`config.mk`:
```
export PLATFORM = sky130hd
export DESIGN_NAME = blackparrot_fpga_host_axil_to_fifo
export DESIGN_NICKNAME = d
export VERILOG_FILES = /design/src/rtl/blackparrot_fpga_host_pkg.sv /design/src/rtl/bsg_fifo_1r1w_small.sv /design/src/rtl/blackparrot_fpga_host_axil_to_fifo.sv
export SDC_FILE = /design/constraint.sdc
export NUM_CORES = 1
export LEC_CHECK = 0
export BUFFER_PORTS_ARGS = -buffer_cell sky130_fd_sc_hd__buf_4
export CELL_PAD_IN_SITES_DETAIL_PLACEMENT = 1
export CELL_PAD_IN_SITES_GLOBAL_PLACEMENT = 1
export CORE_ASPECT_RATIO = 2
export CORE_UTILIZATION = 56
export CTS_CLUSTER_SIZE = 30
export DETAILED_ROUTE_END_ITERATION = 6
export PLACE_DENSITY_LB_ADDON = 0.1
export SLEW_MARGIN = 20
export SYNTH_ARGS = -nofsm -noshare
export SYNTH_HDL_FRONTEND = slang
export SYNTH_SLANG_ARGS = --single-unit
```
`constraint.sdc`:
```
create_clock -name s_axil_aclk -period 13.9 [get_ports s_axil_aclk]
set_clock_uncertainty 0.15 [all_clocks]
set_input_delay 2.78 -clock s_axil_aclk [delete_from_list [all_inputs] [get_ports s_axil_aclk]]
set_output_delay 2.78 -clock s_axil_aclk [all_outputs]
set_load 0.005 [all_outputs]
```
`src/rtl/blackparrot_fpga_host_pkg.sv`:
```
// Shared register offsets, AXI response codes and FSM state types
// for the host AXI-Lite to flit FIFO bridge.
package blackparrot_fpga_host_pkg;

    localparam logic [5:0] e_host_reg_push    = 6'h00;
    localparam logic [5:0] e_host_reg_vacancy = 6'h01;
    localparam logic [5:0] e_host_reg_count   = 6'h02;

    typedef enum logic [1:0] {
        e_axi_okay   = 2'b00,
        e_axi_slverr = 2'b10
    } axi_resp_e;

    typedef enum logic [1:0] {
        e_collect,
        e_push,
        e_resp
    } wr_state_e;

    typedef enum logic {
        e_ridle,
        e_rresp
    } rd_state_e;

endpackage

```
`src/rtl/bsg_fifo_1r1w_small.sv`:
```
// Small register-based FIFO, one write and one read port.
// No bypass: a flit written this cycle is visible next cycle.
module bsg_fifo_1r1w_small #(
    parameter int width_p = 32,
    parameter int els_p   = 16
) (
    input  logic                    clk,
    input  logic                    rst_n,
    input  logic                    v_i,
    input  logic [width_p-1:0]      data_i,
    output logic                    ready_o,
    output logic                    v_o,
    output logic [width_p-1:0]      data_o,
    input  logic                    yumi_i,
    output logic [$clog2(els_p):0]  count_o
);
    localparam int ptr_w = $clog2(els_p);

    logic [width_p-1:0] mem [els_p];
    logic [ptr_w-1:0]   wptr, rptr;
    logic [ptr_w:0]     count;
    logic               enq, deq;

    // readiness is judged on the current count, so a same-cycle
    // dequeue never makes room for a same-cycle enqueue
    assign ready_o = (count != (ptr_w+1)'(els_p));
    assign v_o     = (count != '0);
    assign enq     = v_i & ready_o;
    assign deq     = yumi_i & v_o;
    assign data_o  = mem[rptr];
    assign count_o = count;

    always_ff @(posedge clk or negedge rst_n) begin
        if (!rst_n) begin
            wptr  <= '0;
            rptr  <= '0;
            count <= '0;
        end else begin
            if (enq) wptr <= wptr + 1'b1;
            if (deq) rptr <= rptr + 1'b1;
            count <= count + (ptr_w+1)'(enq) - (ptr_w+1)'(deq);
        end
    end

    always_ff @(posedge clk) begin
        if (enq) mem[wptr] <= data_i;
    end

endmodule

```
`src/rtl/blackparrot_fpga_host_axil_to_fifo.sv`:
```
// AXI4-Lite slave that turns host word writes into 32b flits for the
// NBF deserializer and exposes vacancy / pushed-word status for reads.
module blackparrot_fpga_host_axil_to_fifo
    import blackparrot_fpga_host_pkg::*;
#(
    parameter int S_AXIL_ADDR_WIDTH = 32,
    parameter int S_AXIL_DATA_WIDTH = 32,
    parameter int fifo_els_p        = 16
) (
    input  logic                           s_axil_aclk,
    input  logic                           s_axil_aresetn,
    input  logic [S_AXIL_ADDR_WIDTH-1:0]   s_axil_awaddr,
    input  logic                           s_axil_awvalid,
    output logic                           s_axil_awready,
    input  logic [2:0]                     s_axil_awprot,
    input  logic [S_AXIL_DATA_WIDTH-1:0]   s_axil_wdata,
    input  logic [S_AXIL_DATA_WIDTH/8-1:0] s_axil_wstrb,
    input  logic                           s_axil_wvalid,
    output logic                           s_axil_wready,
    output logic [1:0]                     s_axil_bresp,
    output logic                           s_axil_bvalid,
    input  logic                           s_axil_bready,
    input  logic [S_AXIL_ADDR_WIDTH-1:0]   s_axil_araddr,
    input  logic                           s_axil_arvalid,
    output logic                           s_axil_arready,
    input  logic [2:0]                     s_axil_arprot,
    output logic [S_AXIL_DATA_WIDTH-1:0]   s_axil_rdata,
    output logic [1:0]                     s_axil_rresp,
    output logic                           s_axil_rvalid,
    input  logic                           s_axil_rready,
    output logic                           fifo_v_o,
    output logic [S_AXIL_DATA_WIDTH-1:0]   fifo_data_o,
    input  logic                           fifo_ready_and_i
);
    localparam int D  = S_AXIL_DATA_WIDTH;
    localparam int CW = $clog2(fifo_els_p) + 1;

    logic                ready_en;
    wr_state_e           wr_state;
    rd_state_e           rd_state;
    logic                aw_full, w_full;
    logic [5:0]          aw_reg;
    logic [D-1:0]        wdata_r;
    logic [D/8-1:0]      wstrb_r;
    logic [D-1:0]        push_count;
    logic [CW-1:0]       occ;
    logic                fifo_ready, enq;
    logic                aw_hs, w_hs, ar_hs, wr_legal;
    logic [D-1:0]        vacancy, rd_data_n;
    axi_resp_e           bresp_r, rresp_r, rd_resp_n;

    assign s_axil_awready = ready_en & ~aw_full & (wr_state == e_collect);
    assign s_axil_wready  = ready_en & ~w_full & (wr_state == e_collect);
    assign s_axil_arready = ready_en & (rd_state == e_ridle);
    assign s_axil_bresp   = bresp_r;
    assign s_axil_rresp   = rresp_r;

    assign aw_hs    = s_axil_awvalid & s_axil_awready;
    assign w_hs     = s_axil_wvalid & s_axil_wready;
    assign ar_hs    = s_axil_arvalid & s_axil_arready;
    assign wr_legal = (aw_reg == e_host_reg_push) & (&wstrb_r);
    assign enq      = (wr_state == e_push) & wr_legal & fifo_ready;
    assign vacancy  = D'(fifo_els_p) - D'(occ);

    logic unused;
    assign unused = ^{s_axil_awprot, s_axil_arprot,
                      s_axil_awaddr[S_AXIL_ADDR_WIDTH-1:8], s_axil_awaddr[1:0],
                      s_axil_araddr[S_AXIL_ADDR_WIDTH-1:8], s_axil_araddr[1:0]};

    bsg_fifo_1r1w_small #(.width_p(D), .els_p(fifo_els_p)) fifo (
        .clk     (s_axil_aclk),
        .rst_n   (s_axil_aresetn),
        .v_i     (enq),
        .data_i  (wdata_r),
        .ready_o (fifo_ready),
        .v_o     (fifo_v_o),
        .data_o  (fifo_data_o),
        .yumi_i  (fifo_v_o & fifo_ready_and_i),
        .count_o (occ)
    );

    always_ff @(posedge s_axil_aclk or negedge s_axil_aresetn) begin
        if (!s_axil_aresetn) ready_en <= 1'b0;
        else                 ready_en <= 1'b1;
    end

    always_ff @(posedge s_axil_aclk or negedge s_axil_aresetn) begin
        if (!s_axil_aresetn) begin
            wr_state      <= e_collect;
            aw_full       <= 1'b0;
            w_full        <= 1'b0;
            aw_reg        <= '0;
            wdata_r       <= '0;
            wstrb_r       <= '0;
            s_axil_bvalid <= 1'b0;
            bresp_r       <= e_axi_okay;
            push_count    <= '0;
        end else begin
            if (enq) push_count <= push_count + 1'b1;
            unique case (wr_state)
                e_collect: begin
                    if (aw_hs) begin
                        aw_full <= 1'b1;
                        aw_reg  <= s_axil_awaddr[7:2];
                    end
                    if (w_hs) begin
                        w_full  <= 1'b1;
                        wdata_r <= s_axil_wdata;
                        wstrb_r <= s_axil_wstrb;
                    end
                    if ((aw_full | aw_hs) & (w_full | w_hs))
                        wr_state <= e_push;
                end
                // error writes never wait on FIFO space
                e_push: begin
                    if (!wr_legal || fifo_ready) begin
                        wr_state      <= e_resp;
                        s_axil_bvalid <= 1'b1;
                        bresp_r       <= wr_legal ? e_axi_okay : e_axi_slverr;
                    end
                end
                e_resp: begin
                    if (s_axil_bready) begin
                        s_axil_bvalid <= 1'b0;
                        aw_full       <= 1'b0;
                        w_full        <= 1'b0;
                        wr_state      <= e_collect;
                    end
                end
                default: wr_state <= e_collect;
            endcase
        end
    end

    always_comb begin
        rd_data_n = '0;
        rd_resp_n = e_axi_okay;
        unique case (s_axil_araddr[7:2])
            e_host_reg_push:    rd_data_n = '0;
            e_host_reg_vacancy: rd_data_n = vacancy;
            e_host_reg_count:   rd_data_n = push_count;
            default:            rd_resp_n = e_axi_slverr;
        endcase
    end

    always_ff @(posedge s_axil_aclk or negedge s_axil_aresetn) begin
        if (!s_axil_aresetn) begin
            rd_state      <= e_ridle;
            s_axil_rvalid <= 1'b0;
            s_axil_rdata  <= '0;
            rresp_r       <= e_axi_okay;
        end else begin
            unique case (rd_state)
                e_ridle: begin
                    if (ar_hs) begin
                        s_axil_rdata  <= rd_data_n;
                        rresp_r       <= rd_resp_n;
                        s_axil_rvalid <= 1'b1;
                        rd_state      <= e_rresp;
                    end
                end
                e_rresp: begin
                    if (s_axil_rready) begin
                        s_axil_rvalid <= 1'b0;
                        rd_state      <= e_ridle;
                    end
                end
                default: rd_state <= e_ridle;
            endcase
        end
    end

endmodule

```
==> impl_metrics.json <==
{
  "status": "finished, final reports clean",
  "synth.top_cell.area_share_pct": 61.7,
  "setup-tns-final_ns": 0,
  "rsz0062_at_grt": "false",
  "drtIter0Drc": 859,
  "synth.most_common_cell": "edfxtp_1",
  "area_growth_pct": 14.1,
  "setup_viol": 0,
  "tightestPinTransition_ns": 1.08,
  "end_kind": "primary output",
  "period_minus_slack_ns": 6.73,
  "busiest_layer": "met2",
  "fillers": 3713,
  "cts.clk_slew.worst_paths_ns": 0.07,
  "period_share_pct": 48.4,
  "wire_per_inst_um": 28.1,
  "cts-resized-gates": 0,
  "gp_congestion": 0.753,
  "die_y_um": 300,
  "cts_tree": "done",
  "ctsHoldBuffers": 0,
  "total_leakage_power_nw": 10.0,
  "cp-start-kind": "flip-flop",
  "use_met2_pct": 49.3,
  "ios": 188,
  "cts_setup_buffers": 0,
  "ys.flop_type": "edfxtp_1",
  "finalWirelength_um": 57700,
  "cp.arrival_ns": 3.80,
  "drive_gt1_share_pct": 29.8,
  "synth_area_um2": 24900,
  "min_path_type": "flip-flop to flip-flop",
  "multi_input_area_um2": 6010,
  "dp_hpwl_um": 32300,
  "fp.dieW_um": 151,
  "r2r-start": "fifo.count_o[1]",
  "cp_max_fo": 50,
  "grt_pass1_vias": 14100,
  "rows": 109,
  "final-seq-area_um2": 18600,
  "dpl_cell_area_um2": 26600,
  "antenna_cells": 0,
  "drc": 0,
  "irDropWorstVdd_mv": 0.129,
  "maxCapViolCount": 0,
  "grt_max_degree": 73,
  "nets": 1589,
  "synth_cell_types": 46,
  "viasPerCell": 6.17,
  "fp.dieArea_um2": 45400,
  "slew_headroom_pct": 28.1,
  "cts_max_level": 2,
  "grt_remaining_overflow": 0,
  "synth.ff_latch_count": 641,
  "insertion_delay_ns": 0.59,
  "synthTopCellsByArea": "edfxtp_1 (62%), dfrtp_1 (13%), mux4_2 (12%), mux2_2 (1.9%), a22oi_1 (1.9%)",
  "slew_violations": 0,
  "largest_register_ffs": 512,
  "power-per-cell-area_nw_per_um2": 195,
  "start_util_pct": 56.5,
  "first_pass_iters": 5,
  "endpoint": "fifo_data_o[0]",
  "postSynthCellCount": 1312,
  "largest-register": "fifo.mem",
  "yosysWarnings": 0,
  "r2r_cells": 11,
  "path_class": "flip-flop to primary output",
  "grt_use_met1_pct": 32.3,
  "core_area_um2": 44100,
  "worstPathRequired_ns": 10.97,
  "async_flop_share_pct": 20.1,
  "yosysTopAreaCell": "edfxtp_1",
  "cts.sinks": 641,
  "cts_max_path_buffers": 3,
  "port-buffer-count": 127,
  "cts_buffers": 54,
  "grt_pass1_wl_um": 86900,
  "track_usage_pct": 26.8,
  "r2r_end": "fifo.mem[15][26]",
  "hold_path.startpoint": "push_count[31]",
  "grt_use_met3_pct": 3.08,
  "antenna_found_initial": 0,
  "worstSetupStartpoint": "fifo.rptr[0]",
  "timing.fmax_ghz": 0.149,
  "synth_common_cells": "edfxtp_1 (512), dfrtp_1 (129), mux4_2 (128)",
  "r2r_slack_ns": 9.70,
  "vias": 12700,
  "ant_nets": 0,
  "synth.avg_cell_area_um2": 19.0,
  "synth_edf_count": 512,
  "final_area_um2": 28400,
  "hold_viol": 0,
  "ys_seq_area_share_pct": 74.7,
  "root_buffer": "clkbuf_16"
}
## metrics by stage
stage / hold slack, ns / cells / util (%) / power [mW] / worst slack [ns]
global placement: 0.313 / 1956 / 60.4 / 3.99 / 7.63
detailed placement: 0.309 / 1956 / 60.4 / 4.05 / 7.69
finish: 0.326 / 2056 / 64.5 / 5.53 / 7.17
floorplan: 0.291 / 1313 / - / 3.47 / 8.09
global route: 0.364 / 2056 / 64.5 / 5.77 / 6.83
CTS: 0.328 / 2056 / 64.5 / 5.59 / 7.05
## critical path, stage by stage (launching register included)
cell and delay (ns):
dfrtp_4 1.09, buf_4 0.84, mux4_2 0.60, a22oi_1 0.24, nand2_1 0.16, buf_4 0.17
## routing by layer
layer  wire length [um]  up-vias
met3               2830      105
li1                   -     5452
met4               1770        0
met1              21100     6743
met2              32000      386
met5                  0        -
## cell type report
class	count	share of cell area, %
Clock inverter	30	1.19
Tap cell	555	2.45
Clock buffer	70	5.12
Inverter	26	0.344
Multi-Input combinational cell	575	21.2
Sequential cell	641	65.5
Timing Repair Buffer	159	4.22
## logic make-up (layout without fill, tap and decap cells)
kind of cell	count (synthesis)	in the layout	share of synthesized area (%)
DFF	641	641	74.7
and+or+nand+nor	228	228	4.65
muxes	171	171	13.5
AOI/OAI and AO/OA	113	113	3.08
buffers and inverters	97	285	1.59
xor gates and xnor gates	42	42	1.48
adders and majority gates	18	18	0.935
other	2	3	0.0302
## placed cells by master (no fill, tap or decap), drive strengths merged, types with 6 or more instances in the layout
| master | instances |
|---|---|
| nor4 | 12 |
| edfxtp | 512 |
| nor2 | 53 |
| and4 | 7 |
| nand4 | 11 |
| nand3 | 12 |
| nor3 | 14 |
| mux4 | 128 |
| nor3b | 6 |
| clkbuf | 70 |
| ha | 17 |
| mux2 | 43 |
| and2 | 14 |
| dfrtp | 129 |
| inv | 27 |
| xor2 | 27 |
| buf | 159 |
| clkinvlp | 6 |
| a22oi | 64 |
| nand2 | 84 |
| xnor2 | 15 |
| clkinv | 16 |
| a21oi | 32 |
| bufinv | 7 |
## worst min-delay path by stage
stage	cells after the start	slack, ns	to
floorplan	1	0.29	push_count[31]
global placement	1	0.31	push_count[31]
detailed placement	1	0.31	push_count[31]
CTS	1	0.33	push_count[31]
global route	1	0.36	push_count[31]
finish	1	0.33	push_count[31]
## where the power goes
group	switching (mW)	leakage, nW	internal (mW)
Sequential	0.325	6.22	2.41
Clock	0.675	0.865	0.869
Combinational	0.581	2.93	0.672
Total	1.58	10.0	3.95
No activity file was read; power rests on OpenSTA's default activity.
